File: src/rtl/mem_if_pkg.sv
// Shared definitions for the data-memory request channel.
// Used by the MEM-stage initiator and the data-memory responder.
package mem_if_pkg;

   typedef enum logic [1:0] {
      IDLE     = 2'd0,
      REQ      = 2'd1,
      WAIT_RSP = 2'd2,
      DONE     = 2'd3
   } mem_state_e;

   localparam int MEM_IDX_W  = 11;
   localparam int MEM_DATA_W = 32;

   // Word index is taken above the byte-offset bits.
   localparam int IDX_LSB = 2;

   function automatic int idx_msb(input int idx_w);
      return idx_w + IDX_LSB - 1;
   endfunction

endpackage

File: src/rtl/mem_req_initiator.sv
// MEM-stage data-memory initiator: turns load/store strobes into one
// valid/ready request, collects read data and freezes the pipeline.
module mem_req_initiator
   import mem_if_pkg::*;
#(
   parameter int ADDR_W = 32,
   parameter int DATA_W = MEM_DATA_W,
   parameter int IDX_W  = MEM_IDX_W
) (
   input  logic              clk,
   input  logic              rst_n,
   input  logic              MEM_R_EN,
   input  logic              MEM_W_EN,
   input  logic [ADDR_W-1:0] ALU_Res,
   input  logic [DATA_W-1:0] Val_Rm,
   output logic              freeze,
   output logic [DATA_W-1:0] MEM_Result,
   output logic              mem_req_valid,
   output logic              mem_req_we,
   output logic [IDX_W-1:0]  mem_req_idx,
   output logic [DATA_W-1:0] mem_req_wdata,
   input  logic              mem_req_ready,
   input  logic              mem_rsp_valid,
   input  logic [DATA_W-1:0] mem_rsp_rdata
);

   localparam int IDX_HI = idx_msb(IDX_W);

   mem_state_e        state_q, state_d;
   logic              we_q, we_d;
   logic [IDX_W-1:0]  idx_q, idx_d;
   logic [DATA_W-1:0] wdata_q, wdata_d;
   logic [DATA_W-1:0] result_q, result_d;

   logic [IDX_W-1:0]  addr_idx;
   logic              unused_addr_bits;

   // Offset and high address bits fall away, so the index wraps.
   assign addr_idx = ALU_Res[IDX_HI:IDX_LSB];
   assign unused_addr_bits = ^{ALU_Res[ADDR_W-1:IDX_HI+1],
                               ALU_Res[IDX_LSB-1:0]};

   always_comb begin
      state_d       = state_q;
      we_d          = we_q;
      idx_d         = idx_q;
      wdata_d       = wdata_q;
      result_d      = result_q;
      freeze        = 1'b0;
      mem_req_valid = 1'b0;
      unique case (state_q)
         IDLE: begin
            if (MEM_W_EN || MEM_R_EN) begin
               freeze  = 1'b1;
               we_d    = MEM_W_EN;
               idx_d   = addr_idx;
               wdata_d = Val_Rm;
               state_d = REQ;
            end
         end
         REQ: begin
            freeze        = 1'b1;
            mem_req_valid = 1'b1;
            if (mem_req_ready) begin
               state_d = we_q ? DONE : WAIT_RSP;
            end
         end
         WAIT_RSP: begin
            freeze = 1'b1;
            if (mem_rsp_valid) begin
               result_d = mem_rsp_rdata;
               state_d  = DONE;
            end
         end
         // One unfrozen cycle; the instruction still present is not re-issued.
         DONE: begin
            state_d = IDLE;
         end
         default: begin
            state_d = IDLE;
         end
      endcase
   end

   always_ff @(posedge clk or negedge rst_n) begin
      if (!rst_n) begin
         state_q  <= IDLE;
         we_q     <= 1'b0;
         idx_q    <= '0;
         wdata_q  <= '0;
         result_q <= '0;
      end else begin
         state_q  <= state_d;
         we_q     <= we_d;
         idx_q    <= idx_d;
         wdata_q  <= wdata_d;
         result_q <= result_d;
      end
   end

   assign mem_req_we    = we_q;
   assign mem_req_idx   = idx_q;
   assign mem_req_wdata = wdata_q;
   assign MEM_Result    = result_q;

endmodule

File: config.mk
export PLATFORM = sky130hd
export DESIGN_NAME = mem_req_initiator
export DESIGN_NICKNAME = d
export VERILOG_FILES = /design/src/rtl/mem_if_pkg.sv /design/src/rtl/mem_req_initiator.sv
export SDC_FILE = /design/constraint.sdc
export NUM_CORES = 1
export LEC_CHECK = 0
export ABC_AREA = 1
export BUFFER_PORTS_ARGS = -buffer_cell sky130_fd_sc_hd__buf_2
export CAP_MARGIN = 0
export CORE_ASPECT_RATIO = 1.1
export CORE_UTILIZATION = 30
export CTS_CLUSTER_DIAMETER = 60
export DETAILED_ROUTE_END_ITERATION = 12
export HOLD_SLACK_MARGIN = 0.15
export MAX_ROUTING_LAYER = met4
export PLACE_DENSITY = 0.64
export SYNTH_ARGS = -nofsm -noshare
export SYNTH_HDL_FRONTEND = slang
export SYNTH_SLANG_ARGS = --single-unit
export TNS_END_PERCENT = 30
File: constraint.sdc
create_clock -name clk -period 1.6 [get_ports clk]
set_input_delay 0.16 -clock clk [delete_from_list [all_inputs] [get_ports clk]]
set_output_delay 0.16 -clock clk [all_outputs]
set_load 0.01 [all_outputs]
==> flow_summary.ini, run 1 <==
[pwr]
power_frac_seq = 0.348
clockPowerShare = 0.225
intPower_mw = 6.094
swShare = 0.3790
ir_worst_vdd_mv = 0.7930
leakage_nw = 2.967
combinationalPowerShare = 0.427
cellPowerDensity_nw_per_um2 = 1834
switching_power_mw = 3.718

[floorplan]
coreArea_um2 = 10540
fp.dieW_um = 101.9
ios = 180
start_util = 0.3126
die_y_um = 111.9
row_count = 39
die-area_um2 = 11400

[timing]
rsz0062_at_grt = false
period_share = 0.9340
tns_ps = 0
drv_slew = 0
maxSlewHeadroom = 0.6495
setup_ws_ps = 105.6
worstMarginPinSlew_ps = 525.7
final-hold-violation-count = 0
finalSetupViolCount = 0
fin_crit_ps = 1494
clock_skew_ps = 6.724
max_freq_ghz = 0.6692

[placement]
dp.cells = 650
dp.final_hpwl_um = 5870
place_area_um2 = 4197
io_buffers = 158
gp_congestion = 0.7727
dp_slack_ps = 75.97

[worst_setup_path]
end_kind = primary output
rr_worst_depth = 7
cp_max_fo = 4
worstReg2RegEnd = state_q[1]
reg2reg_slack_ps = 130
critical_path.startpoint_type = flop
critPathKind = reg -> out
r2r-start = state_q[1]
arrival_ps = 1330
required_ps = 1440

[logic_synthesis]
synth_nets = 472
synth-simple-area-share = 0.3198
synthCells = 364
synth_seq_cells = 78
synth_common_cells = nand2_1 (161), dfrtp_1 (78), nand3_1 (77)
synth_compound_area_frac = 0.005697
synth.distinct_cells = 16
yosysSeqAreaShare = 0.5925
synth.most_common_cell = nand2_1
synthAdderAreaFrac = 0.02279
synth-edff-count = 0
yosysWarnings = 0
syn_avg_cell_area_um2 = 9.051
synthXorXnorAreaFrac = 0
netlist_area_um2 = 3294
synthMuxAreaShare = 0
async_reset_ff_frac = 1.000
synth_top_family_by_area = simple AND/OR/NAND/NOR gates
synthTopCellsByArea = dfrtp_1 (59%), nand2_1 (18%), nand3_1 (12%)
synth_top_area_share = 0.5925
yosysTopAreaCell = dfrtp_1
yosys_most_used_dff = dfrtp_1

[grt]
grt_pass1_wl_um = 15440
grt_remaining_overflow = 0
grt_pass1_vias = 3389
grt_antenna_before_repair = 0
grt_use_total = 0.1798
grt_max_degree = 46

[detailed_routing]
drtAntennaViolNets = 0
wl_um = 10040
drt_iter0_drc = 127
wl_per_cell_um = 13.41
vias_per_cell = 4.457
drt-pass1-iter-count = 4
vias = 3338
drc = 0

[clock_tree]
cts_tree = yes
root_buffer = clkbuf_16
clock_latency_ps = 330
cts.sinks = 78
cts_max_path_buffers = 2
path_clk_slew_ps = 60
numCtsBuffers = 9
htreeDepth = 3

[final_layout]
drive_gt1_frac = 0.3284
fin_cells = 749
nNetsFinal = 709
antenna_cells = 0
final_util = 0.5075
area_growth_pct = 62.36
final_area_um2 = 5349

[run_status]
status = complete, no violations

[min_path]
hold_path_end = mem_req_we
hold_start = MEM_W_EN
hold_depth = 3
hold_path_class = in -> reg

[flow_run]
maxCapViolCount = 0
power groups by stage:
stage	Sequential, mW	Combinational [mW]	Clock, mW
floorplan	3.87	1.84	0
global placement	3.38	3.78	0
detailed placement	3.43	3.87	0
CTS	3.41	4.09	2.27
global route	3.53	4.67	2.36
finish	3.42	4.19	2.21
flip-flops by register name, indices dropped and copies added (netlist names):
register       cells
MEM_Result        32
mem_req_idx       11
mem_req_wdata     32
mem_req_we         1
state_q            2
cell usage in the layout (no fill, tap or decap):
| master | count |
|---|---|
| nor2_1 | 3 |
| clkbuf_8 | 1 |
| nand2_4 | 1 |
| nand3_1 | 77 |
| clkinvlp_4 | 2 |
| inv_2 | 4 |
| ha_4 | 1 |
| a21oi_2 | 1 |
| nand4_1 | 1 |
| dlygate4sd3_1 | 76 |
| clkinv_2 | 2 |
| o21ai_0 | 1 |
| buf_12 | 2 |
| bufinv_16 | 2 |
| buf_2 | 157 |
| nand2_1 | 161 |
| a21oi_1 | 1 |
| inv_1 | 4 |
| clkbuf_16 | 9 |
| ha_1 | 5 |
| nand2_8 | 2 |
| buf_4 | 15 |
| dfrtp_1 | 78 |
critical path, stage by stage (launching register included):
cell     delay (ps)
dfrtp_1         390
inv_2           110
ha_4            180
nand2_8          60
a21oi_2         130
buf_2           150
worst max path at each step:
| stage | from | to | cells after the start |
|---|---|---|---|
| 6_report | state_q[1] | freeze | 5 |
| 5_1_grt | state_q[1] | state_q[1] | 7 |
| 4_1_cts | state_q[0] | freeze | 5 |
| 3_5_place_dp | state_q[1] | state_q[0] | 7 |
| 3_3_place_gp | state_q[1] | state_q[0] | 7 |
| 2_1_floorplan | state_q[0] | freeze | 6 |
metrics by stage:
stage          hold WS [ps]  total power [mW]
4_1_cts               163.9             9.769
6_report              174.0             9.812
3_5_place_dp          244.7             7.294
5_1_grt               210.0             10.56
2_1_floorplan        -135.6             5.701
3_3_place_gp          243.7             7.158
area by class of cell:
cell class | count | area (um2)
clock buffers | 10 | 239.0
clock inverters | 6 | 85.08
well taps | 143 | 178.9
multi-input cells | 254 | 1165
fillers | 961 | 5191
flip-flops and latches | 78 | 1952
inverters | 8 | 30.03
repair buffers | 250 | 1699
routing by layer:
| layer | wire length (um) | share of wire | track usage |
|---|---|---|---|
| met5 | 0 | 0 | - |
| met4 | 171 | 0.017 | 0.07619 |
| met3 | 644 | 0.064 | 0.03453 |
| met2 | 4979 | 0.50 | 0.3117 |
| met1 | 4247 | 0.42 | 0.1989 |
timing repair:
item / 4_1_cts / 5_1_grt
resized for setup: 3 / 1
hold buffers: 76 / 0
buffers inserted: 2 / 5
endpoints found under the hold margin: 153 / 0
endpoints found under the setup margin: 1 / 22
pin swaps: 0 / 2
cells by family after synthesis:
family,Yosys count
fa+ha+maj,6
simple gates,245
buf+inv,32
compound gates,3
flops,78
Power figures use the tool's default switching activity.
==> inputs of run 2 (changes only) <==
Settings changed: CORE_MARGIN set to 3.
==> run 2 against run 1 <==
Net effect:
- flip-flop and latch count did not move
- register-to-register slack improved by 40 ps
- total power down 2.4%
- clock power is 5% lower
- sequential share of layout area is 0.32 points higher
- first-iteration DRC count increased by 120%
- core utilization down 0.44 points
- largest cell class unchanged
- highest routed layer unchanged
- maximum frequency down 1.5%
- worst setup slack lost 23 ps
==> flow_summary.ini, run 2 (synthesized netlist as in run 1, its figures left out) <==
[run_status]
status = complete, no violations

[grt]
grt_pass1_wl_um = 15890
grt_pass1_vias = 3314
grt_antenna_before_repair = 0
grt_max_degree = 79
grt_use_total = 0.1666
grt_remaining_overflow = 0

[detailed_routing]
drtAntennaViolNets = 0
drc = 0
drt-pass1-iter-count = 4
vias_per_cell = 4.487
drt_iter0_drc = 281
vias = 3334
wl_um = 9893
wl_per_cell_um = 13.31

[worst_setup_path]
path_buf_inv = 2
required_ps = 1440
cp-startpoint = state_q[1]
reg2reg_slack_ps = 170
cpMaxStageDelayCell = dfrtp_1
crit_cells = 5
worstReg2RegEnd = state_q[0]
slowest_delay_ps = 390
critPathKind = reg -> out
endpoint = freeze
r2r-start = state_q[1]
crit_family = flip-flops
path_cells = inv_2, ha_4, nand2_8, a21oi_2, buf_2
critical_path.startpoint_type = flop
rr_worst_depth = 8
arrival_ps = 1360
cp_max_fo = 5
end_kind = primary output

[pwr]
leakage_nw = 2.940
cellPowerDensity_nw_per_um2 = 1807
ir_worst_vdd_mv = 0.6323
power_mw = 9.580

[placement]
dp.cells = 651
io_buffers = 158
dp.final_hpwl_um = 6084
gp_congestion = 0.7036

[clock_tree]
clock_latency_ps = 330
path_clk_slew_ps = 60
cts_tree = yes
numCtsBuffers = 9
cts.sinks = 78
root_buffer = clkbuf_16
htreeDepth = 3
cts_max_path_buffers = 2

[floorplan]
die_y_um = 115.9
ios = 180
row_count = 39
die-area_um2 = 12280
coreArea_um2 = 10540
fp.dieW_um = 105.9
start_util = 0.3126

[timing]
tns_ps = 0
final-hold-violation-count = 0
maxSlewHeadroom = 0.7135
finalSetupViolCount = 0
period_share = 0.9486
clock_skew_ps = 7.251
rsz0062_at_grt = true
max_freq_ghz = 0.6589
fin_crit_ps = 1518
drv_slew = 0
worstMarginPinSlew_ps = 429.8

[final_layout]
fin_cells = 743
final_util = 0.5031
antenna_cells = 0
area_growth_pct = 60.96
layout_commonest_cell = nand2_1
drive_gt1_frac = 0.3217
most-common-layout-cells = nand2_1 (161), buf_2 (157), dfrtp_1 (78)
nNetsFinal = 706

[min_path]
hold_path_class = in -> reg

[flow_run]
maxCapViolCount = 0
run 2: cell types whose count changed in the layout (fill, tap and decap cells not counted), sizes merged:
| cell | change |
|---|---|
| clkinv | -2 |
| buf | -3 |
| clkbuf | -1 |
run 2: area by class of cell:
type | instances | area, um2
tap | 143 | 178.9
clock buffer | 9 | 225.2
clock inverter | 4 | 75.07
inverter | 8 | 30.03
fill | 974 | 5238
timing repair buffer | 247 | 1677
multi-input combinational | 254 | 1165
sequential | 78 | 1952
run 2: how the worst min path moves through the flow:
stage          cells after the start        endpoint  startpoint
3_3_place_gp                       2  MEM_Result[21]       rst_n
3_5_place_dp                       2  MEM_Result[21]       rst_n
2_1_floorplan                      0   MEM_Result[0]       rst_n
6_report                           3      mem_req_we    MEM_W_EN
5_1_grt                            3      mem_req_we    MEM_W_EN
4_1_cts                            3      mem_req_we    MEM_W_EN
run 2: routing by layer:
| metal | part of all wire | up-vias | GRT usage |
|---|---|---|---|
| met5 | 0 | - | - |
| met4 | 0.013 | 0 | 0.06045 |
| met3 | 0.070 | 15 | 0.04178 |
| met2 | 0.50 | 152 | 0.2738 |
| met1 | 0.42 | 1542 | 0.2004 |
| li1 | - | 1625 | - |
run 2: metrics by stage:
stage                     area, um2  setup WS (ps)  hold slack [ps]
after floorplan                3294          228.3           -135.6
final                          5303          82.22            168.4
after CTS                      5298          18.74            159.1
after detailed placement       4204          16.61            222.2
after global routing           5303        -0.6061            197.4
after global placement         4204          73.71            216.4
run 2: where the power goes:
part / switching (mW) / internal (mW) / leakage (nW)
logic: 2.39 / 1.70 / 1.83
clock network: 0.748 / 1.34 / 0.139
registers: 0.478 / 2.92 / 0.968
total: 3.62 / 5.96 / 2.94
run 2: worst min-delay path, cell delays in order:
cell and delay [ps]:
buf_2 90, inv_2 60, o21ai_0 140
run 2: what timing repair did:
action / in CTS / in global routing
hold buffers: 76 / 0
endpoints found under the setup margin: 1 / 7
buffers inserted: 3 / 0
endpoints found under the hold margin: 153 / 0
pin swaps: 1 / 0
resized for setup: 2 / 2
==> inputs of run 3 (changes only) <==
Settings changed: PLACE_DENSITY 0.64 to not set.
Clock period 1.6 ns to 1.52 ns, I/O delays scaled along.
==> run 3 against run 2 <==
Net effect:
- clock power is 2% lower
- wire length is 1.2% lower
- core utilization is 0.11 points higher
- register-to-register slack worse by 20 ps
- critical path type unchanged
- worst hold slack better by 58 ps
- cell area is 0.21% higher
- worst setup slack worse by 29 ps
- sequential power is 6.2% higher
- combinational power is 5.4% higher
==> flow_summary.ini, run 3 (synthesized netlist as in run 1, its figures left out) <==
[timing]
whs_ps = 226.1
clock_skew_ps = 4.249
drv_slew = 0
rsz0062_at_grt = true
finalSetupViolCount = 0
maxSlewHeadroom = 0.7883
period_share = 0.9647
max_freq_ghz = 0.6820
fin_crit_ps = 1466
worstMarginPinSlew_ps = 317.6
final-hold-violation-count = 0

[worst_setup_path]
end_kind = primary output
rr_worst_depth = 7
crit_family = flip-flops
worstReg2RegEnd = MEM_Result[21]
cp_max_fo = 2
required_ps = 1370
r2r-start = state_q[0]
path_buf_inv = 3
arrival_ps = 1310
critPathKind = reg -> out
path_cells = inv_2, ha_4, inv_1, a21oi_2, buf_2
critical_path.startpoint_type = flop
reg2reg_slack_ps = 150
cpMaxStageDelayCell = dfrtp_1
slowest_delay_ps = 370

[floorplan]
row_count = 39
start_util = 0.3126
die-area_um2 = 12280
die_y_um = 115.9
fp.dieW_um = 105.9
coreArea_um2 = 10540
ios = 180

[clock_tree]
htreeDepth = 3
cts_max_path_buffers = 2
numCtsBuffers = 9
root_buffer = clkbuf_16
path_clk_slew_ps = 60
cts_tree = yes
clock_latency_ps = 320
cts.sinks = 78

[final_layout]
area_growth_pct = 61.30
most-common-layout-cells = nand2_1 (161), buf_2 (157), dfrtp_1 (78)
drive_gt1_frac = 0.3223
nNetsFinal = 708
fin_cells = 748
layout_commonest_cell = nand2_1
antenna_cells = 0

[grt]
grt_max_degree = 46
grt_pass1_wl_um = 16180
grt_remaining_overflow = 0
grt_antenna_before_repair = 0
grt_pass1_vias = 3343
grt_use_total = 0.1696

[placement]
gp_congestion = 0.7664
dp.final_hpwl_um = 6141
io_buffers = 158
dp.cells = 650

[detailed_routing]
drtAntennaViolNets = 0
wl_per_cell_um = 13.07
vias = 3274
drt_iter0_drc = 237
drt-pass1-iter-count = 5
drc = 0
vias_per_cell = 4.377
wl_um = 9773

[pwr]
ir_worst_vdd_mv = 0.8048
leakage_nw = 2.952
cellPowerDensity_nw_per_um2 = 1878

[run_status]
status = complete, no violations

[min_path]
hold_path_class = in -> async

[flow_run]
maxCapViolCount = 0
[run 3: cell count changes in the layout (fill, tap and decap cells not counted), sizes merged]
cell	before	now
dlygate4sd3	76	77
clkinvlp	2	0
bufinv	2	1
clkbuf	9	11
clkinv	0	4
buf	171	172
[run 3: per-stage QoR]
stage	power [mW]	setup TNS (ps)	cell area [um2]	setup slack (ps)	util
2_1_floorplan	6.001	0	3294	156.3	-
3_3_place_gp	7.551	0	4209	113.1	0.3993
3_5_place_dp	7.673	0	4209	69.17	0.3993
4_1_cts	10.08	0	5310	27.41	0.5038
5_1_grt	10.82	-33.44	5314	-33.44	0.5042
6_report	9.977	0	5314	53.71	0.5042
[run 3: power breakdown]
part	internal (mW)	total, mW	switching [mW]	leakage (nW)
Clock	1.26	2.05	0.790	0.143
Combinational	1.83	4.32	2.49	1.84
Sequential	3.08	3.61	0.533	0.968
Total	6.16	9.98	3.81	2.95
[run 3: repair_timing]
action                                  4_1_cts  5_1_grt
hold endpoints to repair                    154        0
hold buffers                                 77        0
buffers inserted                              5        0
resized for setup                             3        1
endpoints found under the setup margin        1       33
pin swaps                                     2        1
[run 3: worst reg2reg max path: stages, from the launching register on]
cell and delay [ps]:
dfrtp_1 360, inv_2 60, buf_4 140, ha_1 250, nand2_2 80, buf_6 240, nand2_1 90, nand2_1 80
[run 3: worst max path at each step]
stage | start | end | slack (ps) | cells past startpoint
finish | state_q[1] | freeze | 50 | 5
global route | state_q[1] | freeze | -30 | 5
CTS | state_q[0] | freeze | 30 | 4
global placement | state_q[1] | mem_req_we | 110 | 6
floorplan | state_q[0] | freeze | 160 | 6
detailed placement | state_q[1] | mem_req_wdata[19] | 70 | 5
[run 3: cell type report]
type                            instances  area, um2
Tap cell                              143      178.9
Sequential cell                        78       1952
Inverter                                8      30.03
Multi-Input combinational cell        254       1160
Clock buffer                           11      232.7
Timing Repair Buffer                  249       1710
Clock inverter                          5      50.05
Fill cell                             961       5226
[run 3: routing by layer]
layer,global-route usage,up-vias,wire [um]
met1,0.2064,1505,4236
met3,0.03565,12,639
li1,-,1627,-
met2,0.2725,130,4722
met4,0.07858,0,174
met5,-,-,0
